===== config.mk =====
export PLATFORM = sky130hd
export DESIGN_NAME = shell_pool_flat
export DESIGN_NICKNAME = d
export VERILOG_FILES = /design/src/rtl/shell_pkg.sv /design/src/rtl/shell_pool_if.sv /design/src/rtl/shell_slot.sv /design/src/rtl/shell_pool.sv /design/src/flat_wrapper.sv
export SDC_FILE = /design/constraint.sdc
export NUM_CORES = 1
export LEC_CHECK = 0
export BUFFER_PORTS_ARGS = -buffer_cell sky130_fd_sc_hd__buf_4
export CORE_MARGIN = 2
export CORE_UTILIZATION = 61
export DETAILED_ROUTE_END_ITERATION = 8
export PLACE_DENSITY = 0.81
export SYNTH_ARGS = -nofsm -noshare
export SYNTH_HDL_FRONTEND = slang
export SYNTH_SLANG_ARGS = --single-unit

===== constraint.sdc =====
create_clock -name clk -period 3.9 [get_ports clk]
set_input_delay 0.195 -clock clk [delete_from_list [all_inputs] [get_ports clk]]
set_output_delay 0.195 -clock clk [all_outputs]
set_load 0.02 [all_outputs]

===== src/rtl/shell_pkg.sv =====
// Shared codes and default geometry for the multi-shell pool.
package shell_pkg;

    typedef enum logic [1:0] {
        DIR_UP    = 2'b00,
        DIR_DOWN  = 2'b01,
        DIR_LEFT  = 2'b10,
        DIR_RIGHT = 2'b11
    } dir_e;

    typedef enum logic {
        SLOT_IDLE = 1'b0,
        SLOT_FLY  = 1'b1
    } slot_state_e;

    localparam int unsigned DEF_NUM_SHELLS = 4;
    localparam int unsigned DEF_COORD_W    = 5;
    localparam int unsigned DEF_GRID_W     = 25;
    localparam int unsigned DEF_GRID_H     = 13;
    localparam int unsigned DEF_CELL       = 20;
    localparam int unsigned DEF_ORIGIN     = 80;
    localparam int unsigned DEF_HALF       = 3;
    localparam int unsigned PIX_W          = 11;
    localparam int unsigned RGB_W          = 12;
    localparam logic [RGB_W-1:0] DEF_COLOR = 12'hFF0;

endpackage


===== src/rtl/shell_pool_if.sv =====
// Fire-side handshake between tank/input logic (master) and the shell pool (slave).
interface shell_pool_if #(
    parameter int unsigned COORD_W = 5
);
    logic               fire_req;
    logic [1:0]         fire_dir;
    logic [COORD_W-1:0] fire_x;
    logic [COORD_W-1:0] fire_y;
    logic               fire_ack;
    logic               fire_drop;

    modport master (
        output fire_req, fire_dir, fire_x, fire_y,
        input  fire_ack, fire_drop
    );

    modport slave (
        input  fire_req, fire_dir, fire_x, fire_y,
        output fire_ack, fire_drop
    );
endinterface


===== src/rtl/shell_slot.sv =====
// One shell slot: IDLE/FLY state, position and direction, edge exit, pixel hit flag.
module shell_slot
    import shell_pkg::*;
#(
    parameter int unsigned COORD_W = DEF_COORD_W,
    parameter int unsigned GRID_W  = DEF_GRID_W,
    parameter int unsigned GRID_H  = DEF_GRID_H,
    parameter int unsigned CELL    = DEF_CELL,
    parameter int unsigned ORIGIN  = DEF_ORIGIN,
    parameter int unsigned HALF    = DEF_HALF
) (
    input  logic               clk,
    input  logic               rst,
    input  logic               enable,
    input  logic               load,
    input  logic [COORD_W-1:0] load_x,
    input  logic [COORD_W-1:0] load_y,
    input  dir_e               load_dir,
    input  logic               tick,
    input  logic               kill,
    input  logic [PIX_W-1:0]   vga_x,
    input  logic [PIX_W-1:0]   vga_y,
    output logic               active,
    output logic [COORD_W-1:0] pos_x,
    output logic [COORD_W-1:0] pos_y,
    output logic               exit_pulse,
    output logic               hit_c
);

    localparam int unsigned HW = PIX_W + 1;

    slot_state_e state;
    dir_e        dir;
    logic        at_edge;
    logic [HW-1:0] cx, cy, sx, sy;

    assign active = (state == SLOT_FLY);

    // Next step would leave the grid in the latched direction.
    always_comb begin
        at_edge = 1'b0;
        case (dir)
            DIR_UP:    at_edge = (pos_y == '0);
            DIR_DOWN:  at_edge = (pos_y == COORD_W'(GRID_H - 1));
            DIR_LEFT:  at_edge = (pos_x == '0);
            DIR_RIGHT: at_edge = (pos_x == COORD_W'(GRID_W - 1));
            default:   at_edge = 1'b0;
        endcase
    end

    // Slot FSM: load on fire, step on tick, retire on kill (wins over tick) or edge.
    always_ff @(posedge clk) begin
        if (rst) begin
            state      <= SLOT_IDLE;
            dir        <= DIR_UP;
            pos_x      <= '1;
            pos_y      <= '1;
            exit_pulse <= 1'b0;
        end else if (enable) begin
            exit_pulse <= 1'b0;
            case (state)
                SLOT_IDLE: begin
                    if (load) begin
                        state <= SLOT_FLY;
                        pos_x <= load_x;
                        pos_y <= load_y;
                        dir   <= load_dir;
                    end
                end
                SLOT_FLY: begin
                    if (kill) begin
                        state <= SLOT_IDLE;
                        pos_x <= '1;
                        pos_y <= '1;
                    end else if (tick) begin
                        if (at_edge) begin
                            state      <= SLOT_IDLE;
                            pos_x      <= '1;
                            pos_y      <= '1;
                            exit_pulse <= 1'b1;
                        end else begin
                            case (dir)
                                DIR_UP:    pos_y <= pos_y - COORD_W'(1);
                                DIR_DOWN:  pos_y <= pos_y + COORD_W'(1);
                                DIR_LEFT:  pos_x <= pos_x - COORD_W'(1);
                                DIR_RIGHT: pos_x <= pos_x + COORD_W'(1);
                                default:   pos_x <= pos_x;
                            endcase
                        end
                    end
                end
                default: state <= SLOT_IDLE;
            endcase
        end else begin
            exit_pulse <= 1'b0;
        end
    end

    // Pixel hit: |scan - centre| < HALF on both axes, kept unsigned by adding HALF.
    always_comb begin
        cx    = HW'(pos_x) * HW'(CELL) + HW'(ORIGIN);
        cy    = HW'(pos_y) * HW'(CELL) + HW'(ORIGIN);
        sx    = HW'(vga_x);
        sy    = HW'(vga_y);
        hit_c = active
              && (sx + HW'(HALF) > cx) && (sx < cx + HW'(HALF))
              && (sy + HW'(HALF) > cy) && (sy < cy + HW'(HALF));
    end

endmodule


===== src/rtl/shell_pool.sv =====
// Pool of independent shell slots: fire arbitration, stepping, retirement, VGA render.
module shell_pool
    import shell_pkg::*;
#(
    parameter int unsigned       NUM_SHELLS = DEF_NUM_SHELLS,
    parameter int unsigned       COORD_W    = DEF_COORD_W,
    parameter int unsigned       GRID_W     = DEF_GRID_W,
    parameter int unsigned       GRID_H     = DEF_GRID_H,
    parameter int unsigned       CELL       = DEF_CELL,
    parameter int unsigned       ORIGIN     = DEF_ORIGIN,
    parameter int unsigned       HALF       = DEF_HALF,
    parameter logic [RGB_W-1:0]  COLOR      = DEF_COLOR
) (
    input  logic                          clk,
    input  logic                          rst,
    input  logic                          enable,
    input  logic                          move_tick,
    shell_pool_if.slave                   fire,
    input  logic [NUM_SHELLS-1:0]         kill_mask,
    output logic [NUM_SHELLS-1:0]         shell_active,
    output logic [NUM_SHELLS*COORD_W-1:0] shell_x_flat,
    output logic [NUM_SHELLS*COORD_W-1:0] shell_y_flat,
    output logic [NUM_SHELLS-1:0]         exit_pulse,
    input  logic [PIX_W-1:0]              VGA_xpos,
    input  logic [PIX_W-1:0]              VGA_ypos,
    output logic [RGB_W-1:0]              VGA_data
);

    logic                  fire_ok;
    logic                  free_any;
    logic                  found;
    logic [NUM_SHELLS-1:0] load_vec;
    logic [NUM_SHELLS-1:0] hit_vec;
    logic                  ack_q;
    logic                  drop_q;

    assign fire.fire_ack  = ack_q;
    assign fire.fire_drop = drop_q;

    // Lowest-index slot idle at cycle start takes an in-bounds fire request.
    always_comb begin
        fire_ok  = enable && fire.fire_req
                 && (32'(fire.fire_x) < GRID_W) && (32'(fire.fire_y) < GRID_H);
        free_any = ~&shell_active;
        found    = 1'b0;
        load_vec = '0;
        for (int i = 0; i < NUM_SHELLS; i++) begin
            if (!found && !shell_active[i]) begin
                load_vec[i] = fire_ok;
                found       = 1'b1;
            end
        end
    end

    // Ack/drop pulses one cycle after the request.
    always_ff @(posedge clk) begin
        if (rst) begin
            ack_q  <= 1'b0;
            drop_q <= 1'b0;
        end else begin
            ack_q  <= fire_ok && free_any;
            drop_q <= enable && fire.fire_req && !(fire_ok && free_any);
        end
    end

    for (genvar i = 0; i < NUM_SHELLS; i++) begin : g_slot
        shell_slot #(
            .COORD_W (COORD_W),
            .GRID_W  (GRID_W),
            .GRID_H  (GRID_H),
            .CELL    (CELL),
            .ORIGIN  (ORIGIN),
            .HALF    (HALF)
        ) u_slot (
            .clk        (clk),
            .rst        (rst),
            .enable     (enable),
            .load       (load_vec[i]),
            .load_x     (fire.fire_x),
            .load_y     (fire.fire_y),
            .load_dir   (dir_e'(fire.fire_dir)),
            .tick       (move_tick),
            .kill       (kill_mask[i]),
            .vga_x      (VGA_xpos),
            .vga_y      (VGA_ypos),
            .active     (shell_active[i]),
            .pos_x      (shell_x_flat[i*COORD_W +: COORD_W]),
            .pos_y      (shell_y_flat[i*COORD_W +: COORD_W]),
            .exit_pulse (exit_pulse[i]),
            .hit_c      (hit_vec[i])
        );
    end

    // Registered pixel colour: any live shell covering the scan position.
    always_ff @(posedge clk) begin
        if (rst) begin
            VGA_data <= '0;
        end else begin
            VGA_data <= (enable && (|hit_vec)) ? COLOR : '0;
        end
    end

endmodule


===== src/flat_wrapper.sv =====
// flat-port wrapper written by rule: the top's interface ports become plain ports
module shell_pool_flat import shell_pkg::*;
#(
    parameter int unsigned       NUM_SHELLS = DEF_NUM_SHELLS,
    parameter int unsigned       COORD_W    = DEF_COORD_W,
    parameter int unsigned       GRID_W     = DEF_GRID_W,
    parameter int unsigned       GRID_H     = DEF_GRID_H,
    parameter int unsigned       CELL       = DEF_CELL,
    parameter int unsigned       ORIGIN     = DEF_ORIGIN,
    parameter int unsigned       HALF       = DEF_HALF,
    parameter logic [RGB_W-1:0]  COLOR      = DEF_COLOR
)
  (clk, rst, enable, move_tick, kill_mask, shell_active, shell_x_flat, shell_y_flat, exit_pulse, VGA_xpos, VGA_ypos, VGA_data, fire_fire_req, fire_fire_dir, fire_fire_x, fire_fire_y, fire_fire_ack, fire_fire_drop);
  shell_pool_if #(.COORD_W(COORD_W)) fire_i ();
  input  logic clk;
  input  logic rst;
  input  logic enable;
  input  logic move_tick;
  input  logic [NUM_SHELLS-1:0] kill_mask;
  output logic [NUM_SHELLS-1:0] shell_active;
  output logic [NUM_SHELLS*COORD_W-1:0] shell_x_flat;
  output logic [NUM_SHELLS*COORD_W-1:0] shell_y_flat;
  output logic [NUM_SHELLS-1:0] exit_pulse;
  input  logic [PIX_W-1:0] VGA_xpos;
  input  logic [PIX_W-1:0] VGA_ypos;
  output logic [RGB_W-1:0] VGA_data;
  input wire logic [$bits(fire_i.fire_req)-1:0] fire_fire_req;
  input wire logic [$bits(fire_i.fire_dir)-1:0] fire_fire_dir;
  input wire logic [$bits(fire_i.fire_x)-1:0] fire_fire_x;
  input wire logic [$bits(fire_i.fire_y)-1:0] fire_fire_y;
  output wire logic [$bits(fire_i.fire_ack)-1:0] fire_fire_ack;
  output wire logic [$bits(fire_i.fire_drop)-1:0] fire_fire_drop;
  assign fire_i.fire_req = fire_fire_req;
  assign fire_i.fire_dir = fire_fire_dir;
  assign fire_i.fire_x = fire_fire_x;
  assign fire_i.fire_y = fire_fire_y;
  assign fire_fire_ack = fire_i.fire_ack;
  assign fire_fire_drop = fire_i.fire_drop;
  shell_pool #(.NUM_SHELLS(NUM_SHELLS), .COORD_W(COORD_W), .GRID_W(GRID_W), .GRID_H(GRID_H), .CELL(CELL), .ORIGIN(ORIGIN), .HALF(HALF), .COLOR(COLOR)) u_core (.clk(clk), .rst(rst), .enable(enable), .move_tick(move_tick), .fire(fire_i), .kill_mask(kill_mask), .shell_active(shell_active), .shell_x_flat(shell_x_flat), .shell_y_flat(shell_y_flat), .exit_pulse(exit_pulse), .VGA_xpos(VGA_xpos), .VGA_ypos(VGA_ypos), .VGA_data(VGA_data));
endmodule

==> metrics.md <==
| Metric | Value |
|---|---|
| Status | finished, final reports clean |
| Initial DRC count | 844 |
| Count of buffers from port buffering | 100 |
| Finish-stage setup viols | 0 |
| Total track usage | 0.337 |
| Avg Synthesized Cell Area | 8.46 um2 |
| Critical Path Max Stage Delay | 0.54 ns |
| Pin count of the biggest net entering global routing | 56 |
| Nets@finish | 1481 |
| Dpl hpwl | 20900 um |
| Die span in y | 127 um |
| Post-place setup slack | 0.304 ns |
| WP data arrival | 3.92 ns |
| Synthesized cell area | 9200 um2 |
| HP Class | in -> reg |
| Worst Path Buf+Inv | 1 |
| Syn Inst Count | 1087 |
| Core ar. | 14600 um2 |
| Leak | 4.73 nW |
| Final worst slack | 0.222 ns |
| DRC viols | 0 |
| DRT antenna net count | 0 |
| Max Fclk | 0.272 GHz |
| Num rows | 44 |
| Worst-Skew Late Latency | 0.35 ns |
| CTS Buffer Depth | 2 |
| Die Span X | 127 um |
| Global-route wire length before repair | 43300 um |
| Final Hold Viols | 0 |
| Fraction of layout cells with a size suffix above 1 | 0.147 |
| Relative slew slack | 0.130 |
| Layout area overhead | 15.0% |
| Post-synth ARST share | 0 |
| Routed wire length | 26900 um |
| Slowest-stage cell, CP | fa_1 |
| Setup crit end kind | flop |
| Yosys top cell by area | ha_1 |
| Layout fillers | 1142 |
| Main area contributors after synthesis | ha_1, dfxtp_1, xnor2_1, a21oi_1, a211o_1 |
| Final Critical Period | 3.68 ns |
| Synth top cells by count | ha_1, a21oi_1, nor2_1 |
| Worst setup path category | reg -> reg |
| Post-CTS sizing | 0 |
| Number of I/O pins | 105 |
| CP max FO | 7 |
| Setup_tns | 0 ns |
| Total power | 2.38 mW |
| GP Congestion | 0.958 |
| Crit-path cells | ha_1, ha_1, inv_1, fa_1, a21boi_0, xnor2_1, ha_1, and4_1, a21oi_1, a21oi_1, a211oi_1, a2111oi_1, a31oi_1, o21ai_1 |
| Global route overflow | 0 |
| Req. time, crit path | 4.14 ns |
| RSZ-0062 raised after global routing | false |
| Seq/Total Area, Yosys | 0.128 |
| Worst path most repeated cell | ha_1 |
| Unique cell type count in the Yosys netlist | 71 |
| WHS | 0.0599 ns |
| DRT Pass-1 Iters | 8 |
| Antenna violations before repair | 0 |
| Initial Util | 0.628 |
| Most used DFF post-synth | dfxtp_1 |
| Avg WL per Cell | 19.3 um |
| Number of global-route vias before repair | 8307 |
| Peak VDD IR | 0.212 mV |
| Worst-Margin Slew | 1.29 ns |
| Antenna Cells | 0 |
| CTS sink count | 59 |
| Via density per instance | 6.45 |
| Post-CTS Setup Inserts | 0 |
| Area of the die | 16100 um2 |
| Hold_buf cts | 0 |
| Yosys top cell area share | 0.294 |
| Max-slew violations | 0 |
| Num CTS Buffers | 9 |
| Period utilization | 0.943 |
| CTS tree | done |
| Clk_skew | 0.00861 ns |
| H-tree Lvls | 3 |
| Most common cell in the netlist | ha_1 |
| Pwr/cell area | 225 nW/um2 |
| EDFF count, synth | 0 |
| Startpoint types | flop |
| Clock Tree Root | clkbuf_16 |
| Reg clk slew, reported paths | 0.06 ns |
| Synth Warn # | 0 |
| Top delay family on crit path | adder cells |
| Vias | 8994 |
| Synthesis-stage register bit count | 59 |
| Max Cap Viol | 0 |
sequential cells by signal, summed over array words and instances (netlist names):
signal / cells
u_core.g_slot.u_slot.exit_pulse: 4
u_core.g_slot.u_slot.dir: 8
u_core.fire.fire_drop: 1
u_core.fire.fire_ack: 1
u_core.VGA_data: 1
u_core.g_slot.u_slot.pos_y: 20
u_core.g_slot.u_slot.active: 4
u_core.g_slot.u_slot.pos_x: 20
report_power, final:
group          switching [mW]  total, mW  internal (mW)  leakage [nW]
clock network           0.339      0.904          0.565         0.160
registers              0.0110      0.622          0.611         0.478
logic                   0.485      0.851          0.366          4.09
total                   0.835       2.38           1.54          4.73
layout by cell type, fill, tap and decap left out, types with 5 or more instances in the layout:
master / n
clkbuf_16: 9
xnor2_1: 58
ha_1: 216
a22oi_1: 5
a2111oi_0: 8
nand2_2: 5
a31oi_1: 8
nor3_1: 13
dfxtp_1: 58
a211oi_1: 12
o211ai_1: 6
or3_1: 10
a21o_1: 39
nor2_1: 75
a21oi_1: 85
nand3_1: 22
o21ai_1: 7
o21ai_0: 37
nand2_1: 54
inv_1: 59
o21a_1: 11
o22ai_1: 36
buf_4: 132
fa_1: 16
nand4_1: 17
and3_1: 7
conb_1: 20
nand2b_1: 12
mux2i_1: 8
a211o_1: 38
xor2_1: 28
nor2b_1: 12
o31ai_1: 5
a31o_2: 5
through the flow:
| step | utilization | std cells | area [um2] |
|---|---|---|---|
| floorplan | - | 1105 | 9270 |
| global placement | 0.700 | 1379 | 10200 |
| detailed placement | 0.700 | 1379 | 10200 |
| CTS | 0.722 | 1395 | 10600 |
| global route | 0.722 | 1395 | 10600 |
| finish | 0.722 | 1395 | 10600 |
worst reg2reg max path: stages (launching register included):
cell and delay (ns):
dfxtp_1 0.41, ha_1 0.33, ha_1 0.17, inv_1 0.06, fa_1 0.54, a21boi_0 0.34
xnor2_1 0.22, ha_1 0.30, and4_1 0.23, a21oi_1 0.14, a21oi_1 0.09, a211oi_1 0.32
a2111oi_1 0.15, a31oi_1 0.18, o21ai_1 0.08
final timing paths:
kind	startpoint	endpoint	slack [ns]	cells after the start
setup / recovery	u_core.g_slot[1].u_slot.pos_x[1]$_SDFFE_PP1P_	u_core.VGA_data[10]$_SDFF_PP0_	0.22	14
hold / removal	kill_mask[2]	u_core.g_slot[2].u_slot.exit_pulse$_SDFF_PP0_	0.06	2
setup reg to reg	u_core.g_slot[1].u_slot.pos_x[1]$_SDFFE_PP1P_	u_core.VGA_data[10]$_SDFF_PP0_	0.22	14
hold reg to reg	u_core.g_slot[1].u_slot.active$_SDFFE_PP0P_	u_core.g_slot[1].u_slot.exit_pulse$_SDFF_PP0_	0.54	2
routing by layer:
metal	global-route usage	vias up	wire length, um
li1	-	4287	-
met1	0.475	4223	11800
met2	0.529	428	12000
met4	0.105	0	773
met5	0	-	0
met3	0.0523	56	2280
final cells by class:
| cell class | count | area [um2] | area share |
|---|---|---|---|
| multi-input cells | 945 | 7630 | 0.721 |
| flip-flops and latches | 59 | 1180 | 0.112 |
| repair buffers | 132 | 991 | 0.0937 |
| well taps | 184 | 230 | 0.0218 |
| clock buffers | 9 | 225 | 0.0213 |
| inverters | 59 | 221 | 0.0209 |
| clock inverters | 7 | 100 | 0.00946 |
logic make-up (layout without fill, tap and decap cells):
group / count (synthesis) / count (layout) / share of synthesized area
buf+inv: 101 / 207 / 0.0506
fa+ha+maj: 238 / 238 / 0.335
simple gates: 254 / 254 / 0.141
compound gates: 337 / 337 / 0.249
mux: 8 / 8 / 0.00870
other cells: 2 / 20 / 0.000816
flops: 59 / 59 / 0.128
xor+xnor: 88 / 88 / 0.0858
(Power assumes the default switching activity.)
